`src/rtl/inst_loader.sv`:
```
// inst_loader: assembles a length-prefixed serial byte stream into 32-bit words and writes them to instruction RAM (optional trailing checksum under CHECKSUM_EN)
module inst_loader #(
  parameter int ADDR_W = 12,
  parameter int CNT_W  = 16
) (
  input  logic              clk,
  input  logic              rst_n,
  input  logic              start,
  input  logic [7:0]        rx_data,
  input  logic              rx_valid,
  output logic              rx_ready,
  output logic              mem_we,
  output logic [ADDR_W-1:0] mem_addr,
  output logic [31:0]       mem_wdata,
  output logic              busy,
  output logic              done,
  output logic              error,
  output logic [CNT_W-1:0]  words_loaded
);
  typedef enum logic [2:0] {
    IDLE, LEN_HI, LEN_LO, DATA,
`ifdef CHECKSUM_EN
    CHK,
`endif
    DONE, ERR
  } state_t;
  localparam state_t FIN =
`ifdef CHECKSUM_EN
    CHK;
`else
    DONE;
`endif
  localparam logic [CNT_W:0] CAP = (CNT_W+1)'(1) << (ADDR_W-2);
  state_t              state_q, state_d;
  logic [CNT_W-1:0]    len_q, len_d, wl_q, wl_d, n;
  logic [1:0]          byte_cnt_q, byte_cnt_d;
  logic [23:0]         shift_q, shift_d;
  logic                mem_we_q, mem_we_d, acc;
  logic [ADDR_W-1:0]   mem_addr_q, mem_addr_d;
  logic [31:0]         mem_wdata_q, mem_wdata_d;
`ifdef CHECKSUM_EN
  logic [7:0]          sum_q, sum_d;
`endif
  assign busy         = state_q inside {LEN_HI, LEN_LO, DATA
`ifdef CHECKSUM_EN
                                        , CHK
`endif
                                        };
  assign rx_ready     = busy;
  assign done         = state_q == DONE;
  assign error        = state_q == ERR;
  assign mem_we       = mem_we_q;
  assign mem_addr     = mem_addr_q;
  assign mem_wdata    = mem_wdata_q;
  assign words_loaded = wl_q;
  // next-state: header parse, word assembly, write strobe and word counting
  always_comb begin
    state_d     = state_q;
    len_d       = len_q;
    wl_d        = mem_we_q ? wl_q + CNT_W'(1) : wl_q;
    byte_cnt_d  = byte_cnt_q;
    shift_d     = shift_q;
    mem_we_d    = 1'b0;
    mem_addr_d  = mem_addr_q;
    mem_wdata_d = mem_wdata_q;
`ifdef CHECKSUM_EN
    sum_d       = sum_q;
`endif
    acc         = rx_valid & rx_ready;
    n           = {len_q[CNT_W-9:0], rx_data};
    case (state_q)
      IDLE, DONE, ERR: if (start) begin
        state_d    = LEN_HI;
        wl_d       = '0;
        byte_cnt_d = '0;
        shift_d    = '0;
`ifdef CHECKSUM_EN
        sum_d      = '0;
`endif
      end
      LEN_HI: if (acc) begin
        len_d   = CNT_W'(rx_data);
        state_d = LEN_LO;
      end
      LEN_LO: if (acc) begin
        len_d   = n;
        state_d = ({1'b0, n} > CAP) ? ERR : (n == '0) ? FIN : DATA;
      end
      DATA: if (acc) begin
        shift_d    = {shift_q[15:0], rx_data};
        byte_cnt_d = byte_cnt_q + 2'd1;
`ifdef CHECKSUM_EN
        sum_d      = sum_q + rx_data;
`endif
        if (byte_cnt_q == 2'd3) begin
          mem_we_d    = 1'b1;
          mem_addr_d  = {wl_q[ADDR_W-3:0], 2'b00};
          mem_wdata_d = {shift_q, rx_data};
          state_d     = (wl_q + CNT_W'(1) == len_q) ? FIN : DATA;
        end
      end
`ifdef CHECKSUM_EN
      CHK: if (acc) state_d = (rx_data == sum_q) ? DONE : ERR;
`endif
      default: ;
    endcase
  end
  // state and datapath registers, cleared asynchronously
  always_ff @(posedge clk or negedge rst_n) begin
    if (!rst_n) begin
      state_q     <= IDLE;
      len_q       <= '0;
      wl_q        <= '0;
      byte_cnt_q  <= '0;
      shift_q     <= '0;
      mem_we_q    <= 1'b0;
      mem_addr_q  <= '0;
      mem_wdata_q <= '0;
`ifdef CHECKSUM_EN
      sum_q       <= '0;
`endif
    end else begin
      state_q     <= state_d;
      len_q       <= len_d;
      wl_q        <= wl_d;
      byte_cnt_q  <= byte_cnt_d;
      shift_q     <= shift_d;
      mem_we_q    <= mem_we_d;
      mem_addr_q  <= mem_addr_d;
      mem_wdata_q <= mem_wdata_d;
`ifdef CHECKSUM_EN
      sum_q       <= sum_d;
`endif
    end
  end
endmodule
```
`config.mk`:
```
export PLATFORM = sky130hd
export DESIGN_NAME = inst_loader
export DESIGN_NICKNAME = d
export VERILOG_FILES = /design/src/rtl/inst_loader.sv
export SDC_FILE = /design/constraint.sdc
export NUM_CORES = 1
export LEC_CHECK = 0
export CAP_MARGIN = 5
export CORE_MARGIN = 5
export CORE_UTILIZATION = 45
export CTS_BUF_LIST = sky130_fd_sc_hd__clkbuf_2 sky130_fd_sc_hd__clkbuf_4 sky130_fd_sc_hd__clkbuf_8
export CTS_CLUSTER_DIAMETER = 200
export CTS_CLUSTER_SIZE = 30
export DETAILED_ROUTE_END_ITERATION = 10
export HOLD_SLACK_MARGIN = 0.12
export PLACE_DENSITY_LB_ADDON = 0.1
export SYNTH_ARGS = -nofsm -noshare
export SYNTH_HDL_FRONTEND = slang
export SYNTH_SLANG_ARGS = --single-unit
```
`constraint.sdc`:
```
create_clock -name clk -period 6.4 [get_ports clk]
set_input_delay 1.6 -clock clk [delete_from_list [all_inputs] [get_ports clk]]
set_output_delay 1.6 -clock clk [all_outputs]
set_load 0.01 [all_outputs]
```
==> out/qor.yml, run 1 <==
syn_area_per_cell_um2: 10.9
cpPeakStageDelay_ns: 0.88
period_minus_slack_ns: 3.47
post-cts-setup-buffers: 0
cap_viol_max_count: 0
fmax_mhz: 288
yosysWarnings: 0
final_cells: 642
crit_chain: "clkdlybuf4s50_1 -> nand3_2 -> mux2_2"
clk_pin_slew_ns: 0.11
cts_buffer_depth: 2
grt_antenna_before_repair: 0
area_growth_pct: 19.8
row_count: 37
track_usage: 0.167
core_um2: 10400
holdCritStartpoint: "shift_q[22]"
synth.area.top_cells: "dfrtp_1 54%, mux2_2 11%, nand2_1 5.4%, o21ai_0 3.9%, xnor2_1 3.3%"
drt-pass1-iter-count: 4
synth_top_area_frac: 0.540
cts_resized: 0
gp_congestion: 0.922
hpwl_mm: 7.37
ir_drop_mv: 0.244
setup_viol: 0
die-area_um2: 12900
worstReg2RegStart: "state_q[0]"
required_ns: 6.64
die_y_um: 114
hold_violations: 0
crit_start: "rx_valid"
layout-drive-gt1-share: 0.152
fin_skew_ns: 0.0102
synth.most_common_cell: "dfrtp_1"
finalMaxSlewViolations: 0
globalRoute.busiestLayer: "met1"
cts_tree: "yes"
grt_start_max_net_pins: 76
via_count: 3430
h-tree-depth: 3
postRouteAntennaNets: 0
status: "complete, no violations"
end_kind: "flip-flop"
wirelength_mm: 10.5
drt_iter0_markers: 213
critPathSlowestCell: "nand3_2"
path_max_fanout: 44
synthCells: 442
crit_family: "simple AND/OR/NAND/NOR gates"
hp-class: "flip-flop to flip-flop"
viasPerCell: 5.34
powerDensity_nw_per_um2: 394
synthDistinctLibCells: 50
synth_edf_count: 0
fin_crit_sh: 0.542
synth_area_um2: 4820
ys_ff_latch: 104
use_met1: 0.252
synthArstFlopShare: 1.00
use_met3: 0.0340
ioPinCount: 77
fin_tns_setup_ns: 0
root_buffer: "clkbuf_8"
overflow: 0
grt_pass1_wl_mm: 17.2
worstSetupPathType: "primary input to flip-flop"
yosysSeqAreaShare: 0.540
dp.cells: 627
synth_ff_type: "dfrtp_1"
cts-buffers-inserted: 9
num_antenna_cells: 0
cp-start-kind: "primary input"
die_w_um: 114
clock_latency_ns: 0.35
max_slew_margin: 0.268
yosys.area.top_type: "dfrtp_1"
ys_top_cells_by_count: "104 x dfrtp_1, 69 x nand2_1, 49 x mux2_2"
tightest_slew_ns: 1.10
portBuffers: 74
worstPathArrival_ns: 3.71
nets: 516
path_buf_inv: 1
cts_hold_buf: 0
grt_pass1_vias: 3285
layout.filler_cells: 931
p_leak_nw: 2.50
met2_usage: 0.236
routedWlPerCell_um: 16.4
route.detailed.drc: 0
cts_sinks: 104
start_util: 0.465
rsz0062_at_grt: "no"
[final timing paths]
check	to	slack, ns	cells past startpoint
min	shift_q[22]	0.49	2
max	mem_wdata[21]	2.93	3
max in group asynchronous	words_loaded[2]	4.08	2
max reg2reg	mem_wdata[21]	3.53	5
min reg2reg	shift_q[22]	0.49	2
min in group asynchronous	mem_addr[10]	1.38	1
[registers in the layout, indices dropped and copies added (netlist names)]
name and cells:
mem_wdata 32, state_q 3, byte_cnt_q 2, mem_addr 10, shift_q 24, len_q 16
mem_we 1, words_loaded 16
[cells in the final DEF (no fill, tap or decap), types with 2 or more instances in the layout]
cell type	count
a211oi_1	2
a21o_1	2
a21oi_1	6
a22o_1	9
a22oi_1	2
and3_1	5
buf_4	4
clkbuf_8	9
clkdlybuf4s50_1	73
clkinvlp_4	3
conb_1	2
dfrtp_1	104
ha_1	2
inv_1	5
mux2_2	49
mux2i_1	2
nand2_1	69
nand2b_1	2
nand3_1	14
nand4_1	5
nor2_1	27
nor3_1	4
nor3b_1	2
nor4_1	2
o21a_1	2
o21ai_0	38
o221ai_1	2
o31ai_1	2
or3_1	4
or4_1	3
xnor2_1	18
xor2_1	13
[stage by stage]
step	hold WS [ns]	power (mW)	cell area [um^2]	setup WS, ns	utilization
finish	0.486	2.28	5770	2.93	0.557
detailed placement	0.471	1.92	5590	2.51	0.539
global placement	0.462	1.90	5590	2.53	0.539
floorplan	0.446	1.57	4820	3.64	-
CTS	0.496	2.30	5770	2.88	0.557
global route	0.527	2.44	5770	2.77	0.557
[report_power, final]
group	switching [mW]	internal [mW]
Combinational	0.373	0.435
Clock	0.234	0.145
Sequential	0.243	0.847
[cells by family after synthesis]
| kind of cell | after synthesis | synth area share |
|---|---|---|
| simple gates | 148 | 0.144 |
| other cells | 1 | 0.000778 |
| buf+inv | 34 | 0.0410 |
| fa+ha+maj | 2 | 0.00519 |
| mux | 51 | 0.119 |
| flops | 104 | 0.540 |
| compound gates | 70 | 0.0908 |
| xor+xnor | 32 | 0.0597 |
[per-layer routing]
layer,vias up,share of wire
li1,1638,-
met1,1676,0.49
met2,96,0.43
met3,20,0.058
met4,0,0.020
met5,-,0
[cell type report]
class	instances	area (um^2)	share of cell area
inverter	5	18.8	0.00325
tap	136	170	0.0295
multi-input combinational	305	2040	0.353
clock buffer	9	124	0.0215
sequential	104	2600	0.451
timing repair buffer	77	761	0.132
clock inverter	6	56.3	0.00975
[worst reg2reg max path, cell delays in order (launching register included)]
cell     delay (ns)
dfrtp_1        0.52
nor2b_1        0.23
and2_1         0.14
buf_4          0.32
nand3_2        0.91
mux2_2         0.63
No activity file was read; power rests on OpenSTA's default activity.
==> run 2: changes to the inputs <==
- clock period: 6.4 -> 3.03 ns (I/O delays scaled with it)
==> out/qor.yml, run 2 (synthesis gave the netlist of run 1 again) <==
num_antenna_cells: 0  # unchanged
cap_viol_max_count: 0  # unchanged
max_slew_margin: 0.534  # was 0.268
fin_skew_ns: 0.0114  # was 0.0102 ns
cts_tree: "yes"  # unchanged
viasPerCell: 5.31  # was 5.34
via_count: 3457  # was 3430
hold_violations: 0  # unchanged
holdWs_ns: 0.428  # was 0.486 ns
ioPinCount: 77  # unchanged
core_um2: 10400  # unchanged
largest_register_ffs: 32  # unchanged
drt-pass1-iter-count: 4  # unchanged
path_buf_inv: 0  # was 1
period_minus_slack_ns: 2.63
layout_common_cells: "104 x dfrtp_1, 73 x clkdlybuf4s50_1, 69 x nand2_1, 49 x mux2_2, 38 x o21ai_0"  # unchanged
powerDensity_nw_per_um2: 835  # was 394 nW/um^2
hpwl_mm: 7.78  # was 7.37 mm
clk_pin_slew_ns: 0.10  # was 0.11 ns
routedWlPerCell_um: 16.6  # was 16.4 um
final_common_cell: "dfrtp_1"  # unchanged
use_met3: 0.0377  # was 0.0340
worstSetupPathType: "flip-flop to flip-flop"  # was primary input to flip-flop
grt_antenna_before_repair: 0  # unchanged
wirelength_mm: 10.8  # was 10.5 mm
final_cells: 651  # was 642
fin_crit_sh: 0.869
power_mw: 4.88  # was 2.28 mW
cts_resized: 0  # unchanged
p_leak_nw: 2.56  # was 2.50 nW
cts_sinks: 104  # unchanged
overflow: 0  # unchanged
clock_latency_ns: 0.37  # was 0.35 ns
crit_family: "compound AO/OA/AOI/OAI gates"  # was simple AND/OR/NAND/NOR gates
dp.cells: 635  # was 627
use_met1: 0.263  # was 0.252
root_buffer: "clkbuf_8"  # unchanged
globalRoute.busiestLayer: "met1"  # unchanged
drt_iter0_markers: 190  # was 213
die_w_um: 114  # unchanged
h-tree-depth: 3  # unchanged
required_ns: 3.26  # was 6.64 ns
start_util: 0.465  # unchanged
finalMaxSlewViolations: 0  # unchanged
crit_chain: "ha_1 -> nand3_4 -> o21a_1 -> or3_1 -> a21oi_1 -> o2111ai_1 -> a2111oi_2 -> a41oi_1"  # was clkdlybuf4s50_1 -> nand3_2 -> mux2_2
grt_pass1_wl_mm: 18.1  # was 17.2 mm
route.detailed.drc: 0  # unchanged
cts_buffer_depth: 2  # unchanged
critPathSlowestCell: "dfrtp_1"  # was nand3_2
status: "complete, no violations"  # unchanged
fmax_mhz: 380
path_max_fanout: 8  # was 44
grt_pass1_vias: 3408  # was 3285
setup_viol: 0  # unchanged
post-cts-setup-buffers: 0  # unchanged
rsz0062_at_grt: "no"  # unchanged
layout-drive-gt1-share: 0.167  # was 0.152
nets: 524  # was 516
track_usage: 0.176  # was 0.167
postRouteAntennaNets: 0  # unchanged
cts-buffers-inserted: 9  # unchanged
hp-class: "primary input to asynchronous set/reset pin"  # was flip-flop to flip-flop
ir_drop_mv: 0.383  # was 0.244 mV
portBuffers: 74  # unchanged
tightest_slew_ns: 0.700  # was 1.10 ns
die-area_um2: 12900  # unchanged
die_y_um: 114  # unchanged
grt_start_max_net_pins: 55  # was 76
cts_hold_buf: 0  # unchanged
area_growth_pct: 21.1  # was 19.8%
gp_congestion: 0.855  # was 0.922
cp-start-kind: "flip-flop"  # was primary input
fin_tns_setup_ns: 0  # unchanged
end_kind: "flip-flop"  # unchanged
cpPeakStageDelay_ns: 0.51  # was 0.88 ns
worstPathArrival_ns: 2.86  # was 3.71 ns
met2_usage: 0.256  # was 0.236
row_count: 37  # unchanged
## run 2: cell types whose count changed in the layout (fill, tap and decap cells not counted), sizes merged
| cell | change |
|---|---|
| clkinvlp | -2 |
| buf | +8 |
| inv | +3 |
## run 2: final cells by class
type                       instances  area [um^2]
multi-input combinational        305         2040
tap                              136          170
fill                             930         4530
clock inverter                     7         61.3
timing repair buffer              85          821
clock buffer                       9          124
inverter                           5         18.8
sequential                       104         2600
## run 2: stage by stage
step	instance area [um^2]	utilization	worst slack, ns
after floorplan	4820	-	0.656
after global placement	5650	0.545	0.440
after detailed placement	5650	0.545	0.352
after CTS	5840	0.563	0.356
after global routing	5840	0.563	0.175
final	5840	0.563	0.398
## run 2: worst paths after layout
kind	startpoint	end	slack (ns)	cells after the start
worst max-delay path	words_loaded[0]	state_q[0]	0.40	8
worst min-delay path	rst_n	mem_addr[10]	0.43	1
worst max register to register	words_loaded[0]	state_q[0]	0.40	8
worst min register to register	shift_q[16]	shift_q[16]	0.49	2
max in group asynchronous	rst_n	shift_q[5]	1.85	2
min in group clk	shift_q[16]	shift_q[16]	0.49	2
## run 2: power by group
group	switching, mW	leakage [nW]	internal [mW]
Combinational	0.822	1.06	0.939
Sequential	0.495	1.40	1.79
Clock	0.515	0.0940	0.317
## run 2: per-layer routing
metal	vias to the layer above	routed length (um)
li1	1660	-
met1	1687	5350
met2	102	4660
met3	8	696
met4	0	88
met5	-	0
## run 2: worst register-to-register path: stages (launching register included)
cell and delay [ns]:
dfrtp_1 0.51, ha_1 0.36, nand3_4 0.14, o21a_1 0.22, or3_1 0.34, a21oi_1 0.14, o2111ai_1 0.13, a2111oi_2 0.48
a41oi_1 0.17
==> edit 1, RTL diff (config.mk and constraints of run 2) <==
Add a define of `CHECKSUM_EN`.
--- a/src/rtl/inst_loader.sv
+++ b/src/rtl/inst_loader.sv
@@ -1,3 +1,5 @@
 // inst_loader: assembles a length-prefixed serial byte stream into 32-bit words and writes them to instruction RAM (optional trailing checksum under CHECKSUM_EN)
+`define CHECKSUM_EN
+
 module inst_loader #(
   parameter int ADDR_W = 12,
Function: changed (Yosys sat finds a counterexample within 4 cycles, from zero or initial values and one cycle with rst_n low).
==> edit 1 against run 2 <==
Routed wire length up 8.9%. Die area up 12%. Utilization down 2.0 points. Total power up 5.9%. Worst setup slack worse by 110 ps. Design area up 11%. Area after synthesis up 13%. Clock skew about the same. Sequential cell count up 8.
==> edit 1: results (changes against run 2) <==
Setup path
  • R2R cell count: 9 (+1)
  • Critical path arrival: 1990 ps (-870 ps)
  • Worst path max stage delay: 640 ps (+130 ps)

Placement
  • Number of placed instances, taps included: 723 (+14%)
  • Place WS: 43.74 ps (-308.7 ps)
  • Gpl congestion: 0.8785 (+2.7%)

Global route
  • GRT Total Usage: 16.91% (-0.64 points)
  • First-pass GRT wire length: 19,780 um (+9.4%)
  • Pin count of the biggest net entering global routing: 113 (+110%)

Power and ir drop
  • Clk pwr: 0.808 mW (-2.8%)
  • Comb power frac: 38.2% (+2.1 points)
  • P_int: 3.251 mW (+6.8%)
  • Leakage power total: 2.968 nW (+16%)
  • Peak VDD IR: 0.3864 mV (+0.90%)
  • PwrDens: 799.2 nW/um^2 (-4.3%)

Synth
  • Part of the Yosys area used for sequential elements: 51.55% (-2.4 points)
  • Synth top cells by count: 112 x dfrtp_1, 104 x nand2_1, 42 x mux2_2
  • Post-synthesis mux area share: 9.620% (-2.2 points)
  • Syn avg cell area: 10.45 um^2 (-4.1%)
  • Post-Synth Adder-Cell Area: 2.440% (+1.9 points)
  • Number of distinct library cells after synthesis: 53 (+6.0%)
  • Xor/xnor share of the synthesized area: 7.411% (+1.4 points)
  • Synth Area in Compound Gates: 8.308% (-0.78 points)

Final layout
  • Register area: 2803 um^2 (+7.7%)
  • Non-CTS buffers: 87 (+2.4%)
  • Comb_multi_in: 375 (+23%)
  • Multi-input gate area: 2442 um^2 (+20%)
  • Final nets: 609 (+16%)

Detailed routing
  • Vias: 3,926 (+14%)

Status
  • Outcome: finished clean
==> edit 1: cell types whose count changed in the layout (fill, tap and decap cells not counted), sizes merged, moves of 6 or more <==
cell	change
xor2	+11
nand3	-6
nand2	+36
ha	+7
nor2	+7
dfrtp	+8
mux2	-7
==> edit 1: layer usage <==
metal	track usage (%)	vias up	part of all wire, %
met2	27.71	78	47
li1	-	1909	-
met3	2.592	15	3.6
met1	22.85	1924	47
met5	0	-	0
met4	6.084	0	1.9
==> edit 1: path summary, 6_finish.rpt <==
path	slack [ps]	end	startpoint
setup / recovery	280	done	state_q[2]$_DFFE_PN0P_
hold / removal	440	mem_wdata[29]$_DFFE_PN0P_	rst_n
setup reg to reg	710	state_q[0]$_DFFE_PN0P_	words_loaded[0]$_DFF_PN0_
hold reg to reg	510	sum_q[5]$_DFFE_PN0P_	sum_q[5]$_DFFE_PN0P_
max in group asynchronous	2160	mem_we$_DFF_PN0_	rst_n
min in group clk	510	sum_q[5]$_DFFE_PN0P_	sum_q[5]$_DFFE_PN0P_
==> edit 2, RTL diff (settings of run 2) <==
Made on the original files. Take the reset off `mem_wdata_q` and load it in a clocked block of its own.
--- a/src/rtl/inst_loader.sv
+++ b/src/rtl/inst_loader.sv
@@ -116,5 +116,4 @@
       mem_we_q    <= 1'b0;
       mem_addr_q  <= '0;
-      mem_wdata_q <= '0;
 `ifdef CHECKSUM_EN
       sum_q       <= '0;
@@ -128,5 +127,4 @@
       mem_we_q    <= mem_we_d;
       mem_addr_q  <= mem_addr_d;
-      mem_wdata_q <= mem_wdata_d;
 `ifdef CHECKSUM_EN
       sum_q       <= sum_d;
@@ -134,3 +132,7 @@
     end
   end
+
+  always_ff @(posedge clk) begin
+    mem_wdata_q <= mem_wdata_d;
+  end
 endmodule
Formal check against the unedited RTL: differs if rst_n is asserted again (counterexample within 10 cycles, from zero or initial values and one cycle with rst_n low); with rst_n held inactive, the same outputs for 10 cycles.
==> edit 2 against run 2 <==
Worst setup slack improved by 31 ps. Sequential cell count unchanged. Total power grew 4.1%. Global-route usage shrank 1.3 points. Area after synthesis fell by 3.8%. Design area decreased by 1.5%. Routed wire length shrank 7.5%. Critical path type unchanged. Critical endpoint unchanged.
==> edit 2: results (changes against run 2) <==
Placement
  • Gpl congestion: 0.8561 (about the same)
  • Dpl hpwl: 6965 um (-10%)
  • Placed cell areas: 5567 um^2 (-1.5%)

Final layout
  • Diode count: 0 (unchanged)
  • Fraction of layout instances using a drive strength above 1: 12.47% (-4.2 points)
  • Final nets: 498 (-5.0%)
  • Fillers: 905 (-2.7%)

Clock tree
  • # H-tree levels: 3 (unchanged)

Synth
  • Synth Warn #: 0 (unchanged)
  • Ranking of synthesized cells by area: dfrtp_1 39%, edfxtp_1 21%, nand2_1 5.3%
  • EDFF count, synth: 32 (+32)
  • Main flop type after synthesis: dfrtp_1
  • Number of distinct library cells after synthesis: 46 (-8.0%)
  • Async set-reset flop share out of synthesis: 69.23% (-31 points)
  • Part of the Yosys area used for sequential elements: 59.55% (+5.6 points)

Detailed routing
  • Vias per inst: 5.224 (-1.6%)
  • DRT Wirelength: 9992 um (-7.5%)
  • 1st-iter DRT viols: 173 (-8.9%)
  • Drt pass-1 iters: 4 (unchanged)

Setup path
  • Critical path arrival: 2820 ps (-40 ps)
  • Crit path max-delay family: simple AND/OR/NAND/NOR gates
  • Slowest CP cell: or4_1
  • Worst path max stage delay: 520 ps

Global route
  • Pin count of the biggest net entering global routing: 73 (+33%)
  • Met1 Use GR: 22.54% (-3.8 points)
  • GRT Total Usage: 16.23% (-1.3 points)
  • First-pass GRT wire length: 16,600 um (-8.2%)
  • GR Util met2: 25.69% (+0.095 points)
  • Number of global-route vias before repair: 3,184 (-6.6%)
  • Met3 Track Usage GR: 3.478% (-0.29 points)

Status
  • Outcome: finished clean

Worst hold path
  • Hold Crit Class: reg2reg

Timing
  • Worst Skew: 9.065 ps (-2.383 ps)
  • Setup violators final: 0 (unchanged)
  • Worst slew margin: 37.58% (-16 points)

Power and ir drop
  • Leakage power total: 2.278 nW (-11%)
  • Peak VDD IR: 0.5707 mV (+49%)
==> edit 2: cell count changes in the layout (fill, tap and decap cells not counted), sizes merged, moves of 5 or more <==
cell    change
dfrtp      -32
edfxtp     +32
mux2       -31
buf         +7
o21ai       -6
nor2        +5
==> edit 2: routing by layer <==
| layer | vias to the layer above | wire (um) |
|---|---|---|
| met5 | - | 0 |
| met4 | 0 | 84 |
| li1 | 1578 | - |
| met3 | 8 | 457 |
| met1 | 1593 | 4695 |
| met2 | 86 | 4755 |
==> edit 2: cell families after synthesis <==
group	after synthesis	share of synthesized area, %
DFF	104	59.55
xor gates and xnor gates	36	6.796
adders and majority gates	2	0.5393
buffers and inverters	32	3.452
other	1	0.08083
muxes	21	5.016
AOI/OAI and AO/OA	62	8.549
and+or+nand+nor	150	16.02
==> edit 2: worst reg2reg max path, cell delays in order (launching register included) <==
cell and delay, ps:
dfrtp_1 500, ha_1 290, nand3_2 230, o31ai_1 290
o21ai_0 110, or4_1 520, nor4_2 370, a41oi_1 170
==> edit 2: worst paths after layout <==
| path | start | endpoint | slack [ps] | depth (start not counted) |
|---|---|---|---|---|
| worst max register to register | words_loaded[1]$_DFF_PN0_ | state_q[0]$_DFFE_PN0P_ | 430 | 7 |
| worst min register to register | shift_q[18]$_DFFE_PN0P_ | mem_wdata[26]$_DFFE_PP_ | 450 | 0 |
| worst min-delay path | shift_q[18]$_DFFE_PN0P_ | mem_wdata[26]$_DFFE_PP_ | 450 | 0 |
| worst max-delay path | words_loaded[1]$_DFF_PN0_ | state_q[0]$_DFFE_PN0P_ | 430 | 7 |
| min in group asynchronous | rst_n | mem_addr[4]$_DFFE_PN0P_ | 540 | 1 |
| max in group asynchronous | rst_n | mem_addr[8]$_DFFE_PN0P_ | 1890 | 1 |
==> edit 2: per-stage QoR <==
stage	util, %	power, mW	std cells	setup WS (ps)
CTS	56.46	5.129	625	401.2
floorplan	-	3.560	409	678.1
detailed placement	54.66	4.309	609	70.67
global route	56.46	5.440	625	276.7
global placement	54.66	4.254	609	117.6
finish	56.46	5.078	625	428.1
==> edit 2: report_power, final <==
group          leakage, nW  total (mW)  switching, mW  internal, mW
logic                0.964        1.85          0.922         0.929
registers             1.22        2.41          0.510          1.90
clock network       0.0888       0.815          0.494         0.322
total                 2.28        5.08           1.93          3.15
==> edit 2: area by class of cell <==
type / instances / area share, %
inverters: 4 / 0.2611
well taps: 136 / 2.959
flip-flops and latches: 104 / 48.04
clock inverters: 6 / 0.9138
clock buffers: 10 / 2.285
multi-input cells: 273 / 30.13
repair buffers: 92 / 15.40
